### config.mk
export PLATFORM = sky130hd
export DESIGN_NAME = hp35_phase_gen
export DESIGN_NICKNAME = d
export VERILOG_FILES = /design/src/rtl/hp35_phase_gen.sv
export SDC_FILE = /design/constraint.sdc
export NUM_CORES = 1
export LEC_CHECK = 0
export CAP_MARGIN = 15
export CELL_PAD_IN_SITES_DETAIL_PLACEMENT = 0
export CELL_PAD_IN_SITES_GLOBAL_PLACEMENT = 1
export CORE_MARGIN = 3
export CORE_UTILIZATION = 48
export CTS_BUF_LIST = sky130_fd_sc_hd__clkbuf_16
export DETAILED_ROUTE_END_ITERATION = 10
export GPL_TIMING_DRIVEN = 0
export PLACE_DENSITY = 0.84
export SLEW_MARGIN = 20
export SYNTH_ARGS = -nofsm -noshare
export SYNTH_HDL_FRONTEND = slang
export SYNTH_SLANG_ARGS = --single-unit
export TNS_END_PERCENT = 100
### constraint.sdc
create_clock -name wb_clk_i -period 6.82 [get_ports wb_clk_i]
set_input_delay 1.364 -clock wb_clk_i [delete_from_list [all_inputs] [get_ports wb_clk_i]]
set_output_delay 1.364 -clock wb_clk_i [all_outputs]
set_load 0.005 [all_outputs]
### src/rtl/hp35_phase_gen.sv
// hp35_phase_gen: divided clock plus non-overlapping two-phase pair.
// Half period H is 2^min(tap, CNT_W-1) (mode 0) or div+1 (mode 1).
// New configuration is staged in pending registers and is applied only
// on a clk_out falling edge, or right away while the divider is idle.
module hp35_phase_gen #(
    parameter int CNT_W  = 8,
    parameter int TAP_W  = 3,
    parameter int DEAD_W = 3
) (
    input  logic              wb_clk_i,
    input  logic              wb_rst_ni,
    input  logic              en,
    input  logic              cfg_we,
    input  logic              cfg_mode,
    input  logic [TAP_W-1:0]  cfg_tap,
    input  logic [CNT_W-1:0]  cfg_div,
    input  logic [DEAD_W-1:0] cfg_dead,
    output logic              cfg_busy,
    output logic              clk_out,
    output logic              phi1,
    output logic              phi2,
    output logic              tick
);

    localparam int CMP_W = (CNT_W > DEAD_W) ? CNT_W : DEAD_W;

    // divider and output registers
    logic [CNT_W-1:0]  r_hc;
    logic              r_clk;
    logic              r_phi1;
    logic              r_phi2;
    logic              r_tick;

    // active configuration
    logic              r_mode;
    logic [TAP_W-1:0]  r_tap;
    logic [CNT_W-1:0]  r_div;
    logic [DEAD_W-1:0] r_dead;

    // pending configuration
    logic              r_p_mode;
    logic [TAP_W-1:0]  r_p_tap;
    logic [CNT_W-1:0]  r_p_div;
    logic [DEAD_W-1:0] r_p_dead;
    logic              r_busy;

    logic [TAP_W-1:0]  w_sh;
    logic [CNT_W-1:0]  w_hmax;
    logic              w_wrap;
    logic              w_apply;
    logic [CNT_W-1:0]  w_hc_nxt;
    logic              w_clk_nxt;
    logic [DEAD_W-1:0] w_dead_nxt;
    logic              w_ge;

    // Next-state of the divider; phases are derived from the next-state
    // counter/clock and the dead time that will be active after this edge.
    // H-1 is compared directly, so H = 2^CNT_W never needs an extra bit.
    always_comb begin
        w_sh       = (r_tap > TAP_W'(CNT_W - 1)) ? TAP_W'(CNT_W - 1) : r_tap;
        w_hmax     = r_mode ? r_div : ((CNT_W'(1) << w_sh) - CNT_W'(1));
        w_wrap     = (r_hc == w_hmax);
        w_apply    = r_busy & (~en | (w_wrap & r_clk));
        w_hc_nxt   = '0;
        w_clk_nxt  = 1'b0;
        if (en) begin
            w_hc_nxt  = w_wrap ? '0 : (r_hc + CNT_W'(1));
            w_clk_nxt = r_clk ^ w_wrap;
        end
        w_dead_nxt = w_apply ? r_p_dead : r_dead;
        w_ge       = (CMP_W'(w_hc_nxt) >= CMP_W'(w_dead_nxt));
    end

    // Divider counter, divided clock, phases and tick.
    always_ff @(posedge wb_clk_i or negedge wb_rst_ni) begin
        if (!wb_rst_ni) begin
            r_hc   <= '0;
            r_clk  <= 1'b0;
            r_phi1 <= 1'b0;
            r_phi2 <= 1'b0;
            r_tick <= 1'b0;
        end else begin
            r_hc   <= w_hc_nxt;
            r_clk  <= w_clk_nxt;
            r_phi1 <= w_clk_nxt & w_ge;
            r_phi2 <= ~w_clk_nxt & w_ge & en;
            r_tick <= w_clk_nxt & ~r_clk;
        end
    end

    // Staging: a write while busy simply overwrites the pending values.
    always_ff @(posedge wb_clk_i or negedge wb_rst_ni) begin
        if (!wb_rst_ni) begin
            r_p_mode <= 1'b0;
            r_p_tap  <= '0;
            r_p_div  <= '0;
            r_p_dead <= DEAD_W'(1);
            r_busy   <= 1'b0;
        end else begin
            if (cfg_we) begin
                r_p_mode <= cfg_mode;
                r_p_tap  <= cfg_tap;
                r_p_div  <= cfg_div;
                r_p_dead <= cfg_dead;
            end
            r_busy <= cfg_we | (r_busy & ~w_apply);
        end
    end

    // Apply: a write coinciding with the apply cycle lands in pending and
    // waits, while the previously pending values move to active here.
    always_ff @(posedge wb_clk_i or negedge wb_rst_ni) begin
        if (!wb_rst_ni) begin
            r_mode <= 1'b0;
            r_tap  <= '0;
            r_div  <= '0;
            r_dead <= DEAD_W'(1);
        end else if (w_apply) begin
            r_mode <= r_p_mode;
            r_tap  <= r_p_tap;
            r_div  <= r_p_div;
            r_dead <= r_p_dead;
        end
    end

    assign cfg_busy = r_busy;
    assign clk_out  = r_clk;
    assign phi1     = r_phi1;
    assign phi2     = r_phi2;
    assign tick     = r_tick;

endmodule

; Yosys cells after proc, flatten, opt, wreduce, memory -nomap -nowiden
; Cells that the tools add are included.
[op_classes]
add_sub_neg = 2
magnitude_cmp = 2
n_eq_ne = 1
shifts = 1
muxes = 6
bitwise_logic = 14
[op_table]
columns = cell, count
row1 = $mux W8, 3
row2 = $add A8 B1 Y8 const B, 1
row3 = $eq A8 B8 Y1, 1
row4 = $ge A8 B3 Y1, 1
row5 = $shl A1 B3 Y8 const A, 1
row6 = $sub A8 B1 Y8 const B, 1
row7 = $and A1 B1 Y1, 7
row8 = $mux W3, 2
row9 = $not A1 Y1, 4
row10 = $gt A3 B3 Y1 const B, 1
row11 = $or A1 B1 Y1, 2
row12 = $mux W1, 1
row13 = $xor A1 B1 Y1, 1
[word_totals]
regBits = 43
output_inout_bits = 5

; Logic depth before layout (Yosys ltp)
[depth]
word_depth = 13
mapped_depth = 19

; Worst setup path before layout
; No wires, ideal clock.
[synth_path]
path_kind = reg-to-reg
from = register r_tap[2]
to = register r_phi2 (netlist: phi2)
arrival_time_ns = 4.268
t_required_ns = 6.691
slack_ns = 2.423
stages_incl_launch_ff = 19
synth_period_minus_slack_ns = 4.397
cell_sequence = dfrtp_1 > buf_6 > or3_4 > ha_1 > a211o_1 > or4_1 > a31oi_1 > a211oi_1 > nor3_1 > ha_1 > o21ai_1 > clkbuf_1 > mux2_2 > ha_1 > nand2b_1 > a21o_1 > a21oi_1 > nor3b_1 > nor4_1
[synth_via]
elab_chain_len = 13
elab_cells_between_ends = 18
[synth_rtl]
columns = element, line_no
row1 = start: declaration, 36  ; logic [TAP_W-1:0] r_tap;
row2 = start signal: assignment, 120  ; r_tap <= r_p_tap;
row3 = $gt A3 B3 Y1, 60  ; w_sh = (r_tap > TAP_W'(CNT_W - 1)) ? TAP_W'(CNT_W - 1) : r_tap;
row4 = $mux W3 (*), 60
row5 = $shl A1 B3 Y8 (*), 61  ; w_hmax = r_mode ? r_div : ((CNT_W'(1) << w_sh) - CNT_W'(1));
row6 = $sub A8 B1 Y8 (*), 61
row7 = $mux W8 (*), 61
row8 = $eq A8 B8 Y1 (*), 62  ; w_wrap = (r_hc == w_hmax);
row9 = $and A1 B1 Y1 (*), 63  ; w_apply = r_busy & (~en | (w_wrap & r_clk));
row10 = $or A1 B1 Y1 (*), 63
row11 = $and A1 B1 Y1 (*), 63
row12 = $mux W3 (*), --
row13 = net w_dead_nxt[0], 53  ; logic [DEAD_W-1:0] w_dead_nxt;
row14 = $ge A8 B3 Y1 (*), 71  ; w_ge = (CMP_W'(w_hc_nxt) >= CMP_W'(w_dead_nxt));
row15 = $and A1 B1 Y1 (*) (2 in series), 86  ; r_phi2 <= ~w_clk_nxt & w_ge & en;
row16 = end signal: assignment, 86
row17 = end: declaration, 31  ; logic r_phi2;
; Mark *: on every way through the listed nets, which the timed path passes. The rest lies on a longest branch.
; A chain may end at the register's enable or synchronous reset.

; Worst setup path in the final report
[layout_path]
from = register r_tap[0]
to = register r_phi2 (netlist: phi2)
; Same word-level chain as after synthesis.

==> results_dict.tcl <==
set metrics [dict create \
    drc_errors 0 \
    seq_area_frac_synth 0.5104 \
    final_nets 235 \
    core.rowCount 23 \
    synth.cell_area_mm2 0.002113 \
    grt_pass1_vias 1469 \
    hold_viol_final 0 \
    postSynthAreaPerCell_um2 11.74 \
    layout.cells.most_common_list "sky130_fd_sc_hd__dfrtp_1 (41), sky130_fd_sc_hd__mux2_2 (29), sky130_fd_sc_hd__clkdlybuf4s50_1 (21)" \
    grt_setup_unrepaired "false" \
    io-pin-count 24 \
    worst-r2r-cell-count 18 \
    die_area_mm2 0.005235 \
    starting_density_of_the_core 0.5135 \
    dpl.hpwl_mm 3.030 \
    clock.fmax_mhz 192.9 \
    worst_pin_slew_ns 0.6300 \
    worst-setup-path-type "flop to flop" \
    pwr_density_cell_mw_per_mm2 272.1 \
    port_buffers 22 \
    cts.repair_timing.setup_buffer_count 0 \
    drv_cap 0 \
    drt_pass1_iterations 4 \
    dr.first_iter.drc_count 69 \
    finish.utilization 0.6209 \
    critPathArrivalTime_ns 5.34 \
    synth_ff_type "sky130_fd_sc_hd__dfrtp_1" \
    outcome "complete, no violations" \
    n_fill_cell 340 \
    syn_to_final_growth_pct 20.90 \
    path_clk_slew_ns 0.06 \
    wirelength_mm 3.968 \
    min_path_cells 1 \
    viasPerCell 5.460 \
    tns_ns 0 \
    max-slew-margin-rel 0.5774 \
    async_flop_share 1.000 \
    synth_top_area_share 0.4855 \
    ys_seq_elements 43 \
    antenna_left 0 \
    final_period_minus_worst_setup_slack_ns 5.185 \
    layout_worst_path_cycle_share 0.7602 \
    cts_hold_buffers 0 \
    h_tree_level_count 2 \
    detail_route.wl_per_cell_um 15.20 \
    cts_made_buffers 5 \
    setup-violations-final 0 \
    kind_of_capture_point_of_the_worst_setup_path "flop" \
    synth.top_cells.by_area "sky130_fd_sc_hd__dfrtp_1 (49%), sky130_fd_sc_hd__mux2_2 (15%), sky130_fd_sc_hd__ha_1 (3.6%), sky130_fd_sc_hd__xnor2_1 (3.3%), sky130_fd_sc_hd__xor2_1 (3.3%)" \
    grt_start_max_net_pins 23 \
    critPathMaxFanout 10 \
    cts.path.max_buffers 2 \
    grt_pass1_wl_mm 6.741 \
    antenna_cells_inserted 0 \
    die_h_um 72.35 \
    cts_tree "built" \
    layout_commonest_cell "sky130_fd_sc_hd__dfrtp_1" \
    power.leakage_nw 1.112 \
    critPathMaxStageDelay_ns 0.55 \
    cp-start-kind "flop" \
    root_buffer "sky130_fd_sc_hd__clkbuf_16" \
    synth_edf_count 0 \
    cts_num_sinks 43 \
    final.setup_skew_ns 0.005743 \
    area_taken_by_multi_input_logic_gates_um2 948.4 \
    synth_nets 205 \
    cts_resized 0 \
    crit_top_cell "sky130_fd_sc_hd__ha_1" \
    timing_max_transition_violations_final 0 \
    place_congestion 0.8838 \
    worstPathCellList "clkbuf_1 > or3_4 > ha_1 > a211o_1 > or4_1 > a31oi_1 > a211oi_1 > nor3_1 > ha_1 > o21ai_1 > clkbuf_1 > mux2_2 > ha_1 > nand2b_1 > a21o_1 > a21oi_1 > nor3b_1 > nor4_1" \
    hold_path_class "flop to flop" \
    grt_util_all_layers 0.1674 \
    ys.warnings.count 0 \
    synthesis.instances 180 \
    globalRouteOverflowTotal 0 \
    worst_ep_required_time_ns 6.97 \
    antenna_violations_before_repair 0 \
    largest_vdd_supply_drop_uv 157.8 \
    flip_flop_and_latch_area_mm2 0.001079 \
    route.vias.total 1425 \
    synth_top_area_cell "sky130_fd_sc_hd__dfrtp_1" \
    ys_types 39 \
    worstSkewPairLatency_ns 0.28 \
    core_region_area_mm2 0.004115 \
    chipWidth_um 72.35 \
    layout-drive-gt1-share 0.2180 \
    cpMaxStageDelayCell "sky130_fd_sc_hd__a211oi_1" \
]
## layer usage
layer  wire length, um  vias to the layer above  share of wire  global-route usage
li1                  -                      682              -                   -
met4                78                        0          0.020             0.06054
met1              1714                      706           0.43              0.2061
met2              1994                       28           0.50              0.2760
met3               179                        9          0.045             0.05263
met5                 0                        -              0                   0
## stage by stage
stage               worst slack [ns]  instance area (um2)  instances  total power [mW]  hold WS (ns)
finish                         1.635                 2555        261            0.6951        0.4819
global route                   1.125                 2555        261            0.7340        0.4945
CTS                            1.519                 2555        261            0.7029        0.4840
detailed placement             1.626                 2419        253            0.4781        0.4786
global placement               1.639                 2396        252            0.4680        0.4574
floorplan                      2.423                 2113        180            0.4253        0.4524
## state kept, by name, summed over array words and instances (netlist names), 3 cells and up
| register | cells |
|---|---|
| r_p_tap | 3 |
| r_p_div | 8 |
| r_p_dead | 3 |
| r_tap | 3 |
| r_dead | 3 |
| r_hc | 8 |
| r_div | 8 |
## kinds of logic after synthesis
family	synth area share
simple gates	0.1214
compound gates	0.06158
xor+xnor	0.06631
flops	0.5104
fa+ha+maj	0.03552
mux	0.1640
buf+inv	0.04085
## Yosys cell counts, drive strengths merged (2+ instances only)
master	count
ha	6
mux2i	2
o211ai	2
o21ai	2
nor3	3
buf	2
a21oi	2
inv	8
nor2	12
o31ai	2
nand2b	3
nand2	10
nand3	7
xor2	8
clkbuf	9
nor4	3
a211oi	2
or2	3
mux2	29
xnor2	8
dfrtp	41
dfstp	2
## worst paths after layout
check,slack (ns),endpoint,from
min in group asynchronous,1.06,r_p_div[0],wb_rst_ni
min,0.48,tick,clk_out
max reg2reg,1.64,phi2,r_tap[0]
max in group asynchronous,5.19,r_dead[0],wb_rst_ni
min reg2reg,0.48,tick,clk_out
max,1.64,phi2,r_tap[0]
## where the power goes
group          internal, mW  leakage, nW  switching, mW
logic                0.0856        0.510         0.0781
registers             0.289        0.524         0.0194
clock network         0.132       0.0776         0.0909
## layout make-up
type | count | area share
sequential | 43 | 0.4221
multi-input combinational | 118 | 0.3712
timing repair buffer | 23 | 0.09500
clock buffer | 5 | 0.04897
tap | 50 | 0.02449
buffer | 11 | 0.02204
inverter | 8 | 0.01175
clock inverter | 3 | 0.004407
## critical path: cells and delay by family, from the launching register on
family          cells  cell delay [ns]
buf+inv             2             0.70
mux                 1             0.42
flops               1             0.36
simple gates        6             1.17
fa+ha+maj           3             0.81
compound gates      6             1.60
Note: power is estimated with default switching activity, not from simulation.
==> variant 1 (config.mk and constraints unchanged) <==
`r_hc` no longer has a reset.
--- a/src/rtl/hp35_phase_gen.sv
+++ b/src/rtl/hp35_phase_gen.sv
@@ -75,5 +75,4 @@
     always_ff @(posedge wb_clk_i or negedge wb_rst_ni) begin
         if (!wb_rst_ni) begin
-            r_hc   <= '0;
             r_clk  <= 1'b0;
             r_phi1 <= 1'b0;
@@ -81,5 +80,4 @@
             r_tick <= 1'b0;
         end else begin
-            r_hc   <= w_hc_nxt;
             r_clk  <= w_clk_nxt;
             r_phi1 <= w_clk_nxt & w_ge;
@@ -87,4 +85,8 @@
             r_tick <= w_clk_nxt & ~r_clk;
         end
+    end
+
+    always_ff @(posedge wb_clk_i) begin
+        r_hc <= w_hc_nxt;
     end
 
Behaviour: differs if wb_rst_ni is asserted again (counterexample within 10 cycles, from zero or initial values and one cycle with wb_rst_ni low); with wb_rst_ni held inactive, the same outputs for 10 cycles.
==> variant 1 against the original RTL <==
Design area rose by 0.34%. Core utilization up 0.65 points. Area after synthesis down 1.9%. Hold slack got worse by 6.6 ps. Sequential share of layout area fell by 1.7 points. Count of clock-buffer cells in the layout unchanged. Sequential cell count unchanged. Total power up 11%. Worst setup slack worse by 9.9 ps. Routed wire length is 7.1% lower.
==> variant 1: results (changes against the original RTL) <==
| Metric | Value |
|---|---|
| Initial DRC Count | `38 (was 69)` |
| Ranking of synthesized cells by instance count | `sky130_fd_sc_hd__dfrtp_1, sky130_fd_sc_hd__mux2_2, sky130_fd_sc_hd__nor2_1 (unchanged)` |
| Top cells by area in the synthesized netlist | `sky130_fd_sc_hd__dfrtp_1, sky130_fd_sc_hd__mux2_2, sky130_fd_sc_hd__dfxtp_1 (was sky130_fd_sc_hd__dfrtp_1, sky130_fd_sc_hd__mux2_2, sky130_fd_sc_hd__ha_1)` |
| Pre-CTS setup slack | `1640 ps (was 1630 ps)` |
| Internal Dissipation | `583 uW (was 507 uW)` |
| Peak supply drop | `0.000231 V (was 0.000158 V)` |
| Worst slew pin tran | `720 ps (was 630 ps)` |
| Power drawn by the clock network | `304 uW (was 222 uW)` |
| Pin count of the biggest net entering global routing | `29 (was 23)` |
| Dpl hpwl | `2.74 mm (was 3.03 mm)` |
| Final wirelength | `3.69 mm (was 3.97 mm)` |
| Skew final | `4.07 ps (was 5.74 ps)` |
| Global-route wire length before repair | `6.44 mm (was 6.74 mm)` |
| Share of cells above drive strength 1 | `0.232 (was 0.218)` |
| GP Congestion | `0.752 (was 0.884)` |
| Proportion of synthesized flip-flops having asynchronous set or reset | `0.814 (was 1.00)` |
| Adder-cell area share of the yosys netlist | `0.0362 (was 0.0355)` |
| Result of the run | `finished, final reports clean (unchanged)` |
| Leakage Power | `1.08 nW (was 1.11 nW)` |
| Global routing usage summed across all routing layers | `0.164 (was 0.167)` |
| Register area share after synthesis | `0.501 (was 0.510)` |
| Average routed wire per standard cell | `14.1 microns (was 15.2 microns)` |
| Overall power after layout | `772 uW (was 695 uW)` |
| Portion of netlist area occupied by mux cells | `0.167 (was 0.164)` |
| Number of unique standard cell types used by synthesis | `40 (was 39)` |
| Mean cell area of the mapped netlist | `11.5 sq um (was 11.7 sq um)` |
| Critical path data arrival time | `5350 ps (was 5340 ps)` |
[variant 1: cell count changes in the layout (fill, tap and decap cells not counted)]
cell	change
sky130_fd_sc_hd__dfrtp_1	-8
sky130_fd_sc_hd__buf_16	-1
sky130_fd_sc_hd__dfxtp_1	+8
sky130_fd_sc_hd__bufinv_16	+2
sky130_fd_sc_hd__buf_12	+1
sky130_fd_sc_hd__inv_1	-3
sky130_fd_sc_hd__clkinvlp_4	+1
[variant 1: metrics by stage]
stage | hold slack, ps | cell area (sq um) | utilization
final | 475 | 2560 | 0.627
after global routing | 498 | 2560 | 0.627
after CTS | 485 | 2560 | 0.627
after detailed placement | 477 | 2370 | 0.580
after global placement | 452 | 2360 | 0.577
after floorplan | 452 | 2070 | -
[variant 1: critical path, cell delays in order (launching register included)]
cell and delay (ps):
sky130_fd_sc_hd__dfrtp_1 350, sky130_fd_sc_hd__clkbuf_1 180, sky130_fd_sc_hd__or3_4 360, sky130_fd_sc_hd__ha_1 300, sky130_fd_sc_hd__a211o_1 130, sky130_fd_sc_hd__or4_1 110, sky130_fd_sc_hd__a31oi_1 40, sky130_fd_sc_hd__a211oi_1 620
sky130_fd_sc_hd__nor3_1 130, sky130_fd_sc_hd__ha_1 230, sky130_fd_sc_hd__o21ai_1 460, sky130_fd_sc_hd__clkbuf_1 580, sky130_fd_sc_hd__mux2_2 420, sky130_fd_sc_hd__ha_1 260, sky130_fd_sc_hd__nand2b_1 140, sky130_fd_sc_hd__a21o_1 170
sky130_fd_sc_hd__a21oi_1 200, sky130_fd_sc_hd__nor3b_1 290, sky130_fd_sc_hd__nor4_1 90
[variant 1: cell type report]
cell class,instances,area [sq um],area share
multi-input cells,118,948,0.370
clock buffers,5,125,0.0488
inverters,8,30.0,0.0117
repair buffers,23,235,0.0918
clock inverters,3,67.6,0.0264
flip-flops and latches,43,1040,0.405
plain buffers,11,56.3,0.0220
well taps,50,62.6,0.0244
[variant 1: worst max-delay path by stage]
stage / start / end / slack (ps) / cells after the start
final: r_tap[0] / phi2 / 1630 / 18
after global routing: r_tap[0] / phi2 / 1210 / 18
after CTS: r_tap[0] / phi2 / 1550 / 18
after detailed placement: r_tap[0] / phi2 / 1640 / 18
after global placement: r_tap[0] / phi1 / 1650 / 18
after floorplan: r_tap[2] / phi2 / 2420 / 18
[variant 1: metal layers]
metal / vias up / wire, microns / track usage
li1: 687 / - / -
met1: 672 / 1650 / 0.190
met2: 25 / 1770 / 0.268
met3: 8 / 174 / 0.0631
met4: 0 / 88 / 0.0731
met5: - / 0 / 0
==> variant 2 (config.mk and constraints unchanged) <==
Made on the original files. `TAP_W`: 3 -> 5.
--- a/src/rtl/hp35_phase_gen.sv
+++ b/src/rtl/hp35_phase_gen.sv
@@ -5,5 +5,5 @@
 module hp35_phase_gen #(
     parameter int CNT_W  = 8,
-    parameter int TAP_W  = 3,
+    parameter int TAP_W  = 5,
     parameter int DEAD_W = 3
 ) (
Interface: changed (resized cfg_tap); port bits go from 24 to 26. The function was not compared with the original's and may differ.
==> variant 2 against the original RTL <==
Worst setup slack got worse by 490 ps. Area after synthesis is 18% higher. Combinational power is 9.8% higher. Critical endpoint unchanged. Maximum frequency fell by 8.6%. Global-route usage increased by 0.49 points. Sequential power up 9.1%. Highest routed layer unchanged. Total power up 7.0%. Routed wire length grew 21%. Largest power group unchanged. Sequential cell count is 4 higher. Design area grew 16%. Core utilization shrank 1.3 points. First-iteration DRC count rose by 83%. Largest cell class is now multi-input combinational cells.
==> variant 2: results (changes against the original RTL) <==
| Metric | Value |
|---|---|
| Peak supply drop | `0.000136 V (was 0.000158 V)` |
| Skew final | `5.96 ps (was 5.74 ps)` |
| Dpl hpwl | `3.61 mm (was 3.03 mm)` |
| Top cells by area in the synthesized netlist | `sky130_fd_sc_hd__dfrtp_1, sky130_fd_sc_hd__mux2_2, sky130_fd_sc_hd__ha_1 (unchanged)` |
| Layout clock area frac | `0.0464 (was 0.0534)` |
| Final wirelength | `4.81 mm (was 3.97 mm)` |
| Placed inst area | `0.00283 sq mm (was 0.00242 sq mm)` |
| Proportion of synthesized flip-flops having asynchronous set or reset | `1.00 (unchanged)` |
| Number of input and output port buffers inserted | `24 (was 22)` |
| Net count, final | `274 (was 235)` |
| Multi-input combinational cell count | `146 (was 118)` |
| Number of fill cells | `417 (was 340)` |
| Number of inverters outside the clock class in the layout | `9 (was 8)` |
| Worst slew pin tran | `738 ps (was 630 ps)` |
| Result of the run | `finished, final reports clean (unchanged)` |
| Global routing usage summed across all routing layers | `0.172 (was 0.167)` |
| Number of global-route vias before repair | `1668 (was 1469)` |
| Fraction of power spent switching nets | `0.280 (was 0.271)` |
| Ranking of synthesized cells by instance count | `sky130_fd_sc_hd__dfrtp_1, sky130_fd_sc_hd__mux2_2, sky130_fd_sc_hd__inv_1, sky130_fd_sc_hd__xnor2_1 (was sky130_fd_sc_hd__dfrtp_1, sky130_fd_sc_hd__mux2_2, sky130_fd_sc_hd__nor2_1)` |
| R2R cell count | `19 (was 18)` |
| Pre-CTS setup slack | `1180 ps (was 1630 ps)` |
| Number of register bits inferred by synthesis | `47 (was 43)` |
| Register area share after synthesis | `0.473 (was 0.510)` |
| Fraction of area in non-clock buffers | `0.110 (was 0.117)` |
| Number of unique standard cell types used by synthesis | `60 (was 39)` |
| GP Congestion | `0.804 (was 0.884)` |
| Initial DRC Count | `126 (was 69)` |
| Fraction of standard cell area in multi-input logic | `0.407 (was 0.371)` |
| Pin count of the biggest net entering global routing | `32 (was 23)` |
| Nets in the synthesized netlist | `242 (was 205)` |
| Via/cell ratio | `5.49 (was 5.46)` |
| Share of cells above drive strength 1 | `0.238 (was 0.218)` |
| Number of buffers other than clock buffers in the final layout | `38 (was 34)` |
| Clock Path Buffers | `2 (unchanged)` |
| Startpoint of the most critical register-to-register path | `r_tap[1] (was r_tap[0])` |
| Global-route wire length before repair | `8.23 mm (was 6.74 mm)` |
| Reg area | `0.00118 sq mm (was 0.00108 sq mm)` |
| Hold Path Origin | `clk_out (unchanged)` |
| Leakage Power | `1.24 nW (was 1.11 nW)` |
| Core region area | `0.00488 sq mm (was 0.00412 sq mm)` |
variant 2: changes by cell type after synthesis, sizes merged, moves of 5 or more:
| cell | before | now |
|---|---|---|
| a211oi | 2 | 8 |
| a21oi | 2 | 7 |
| buf | 2 | 9 |
| clkbuf | 9 | 4 |
| nor2 | 12 | 6 |
variant 2: critical path, cell delays in order (launching register included):
cell	delay (ps)
sky130_fd_sc_hd__dfrtp_1	390
sky130_fd_sc_hd__buf_2	180
sky130_fd_sc_hd__nor2_1	250
sky130_fd_sc_hd__nand3b_1	130
sky130_fd_sc_hd__ha_1	290
sky130_fd_sc_hd__or4_1	440
sky130_fd_sc_hd__o31ai_1	350
sky130_fd_sc_hd__or3_1	270
sky130_fd_sc_hd__a21oi_1	90
sky130_fd_sc_hd__and3_1	160
sky130_fd_sc_hd__ha_1	210
sky130_fd_sc_hd__o21ai_1	590
sky130_fd_sc_hd__buf_2	400
sky130_fd_sc_hd__mux2_2	390
sky130_fd_sc_hd__ha_1	260
sky130_fd_sc_hd__nand2b_1	140
sky130_fd_sc_hd__a21o_1	190
sky130_fd_sc_hd__a211o_1	310
sky130_fd_sc_hd__o311ai_0	430
sky130_fd_sc_hd__a21oi_1	70
variant 2: power groups by stage:
| stage | clock network, mW | logic (mW) | registers (mW) |
|---|---|---|---|
| after CTS | 0.232 | 0.181 | 0.337 |
| after global placement | 0 | 0.174 | 0.341 |
| after global routing | 0.244 | 0.200 | 0.342 |
| final | 0.227 | 0.180 | 0.337 |
| after floorplan | 0 | 0.132 | 0.335 |
| after detailed placement | 0 | 0.179 | 0.342 |
variant 2: worst max path at each step:
stage	from	slack [ps]	endpoint	depth (start not counted)
after floorplan	r_tap[1]	2000	phi2	19
final	r_tap[1]	1150	phi2	19
after CTS	r_tap[1]	1140	phi2	19
after detailed placement	r_tap[1]	1180	phi2	19
after global placement	r_tap[1]	1250	phi2	19
after global routing	r_tap[1]	770	phi2	19
variant 2: per-layer routing:
layer / vias to the layer above / track usage / share of wire
li1: 850 / - / -
met1: 845 / 0.251 / 0.48
met2: 31 / 0.260 / 0.48
met3: 2 / 0.0356 / 0.027
met4: 0 / 0.0524 / 0.0050
met5: - / 0 / 0
variant 2: kinds of logic (layout without fill, tap and decap cells):
kind of cell             count (synthesis)  after routing  synth area share
AO/OA/AOI/OAI                           48             48             0.153
flip-flops                              47             47             0.473
AND/OR/NAND/NOR                         46             46             0.107
multiplexers                            34             34             0.153
buffers and inverters                   22             55            0.0417
XOR/XNOR                                12             12            0.0422
adder cells (fa/ha/maj)                  6              6            0.0301
variant 2: through the flow:
step	utilization	power, mW	std cells	hold WS (ps)
after global routing	0.608	0.786	315	494
after detailed placement	0.580	0.521	307	451
after global placement	0.577	0.515	306	446
final	0.608	0.744	315	457
after CTS	0.608	0.751	315	462
after floorplan	-	0.466	215	451
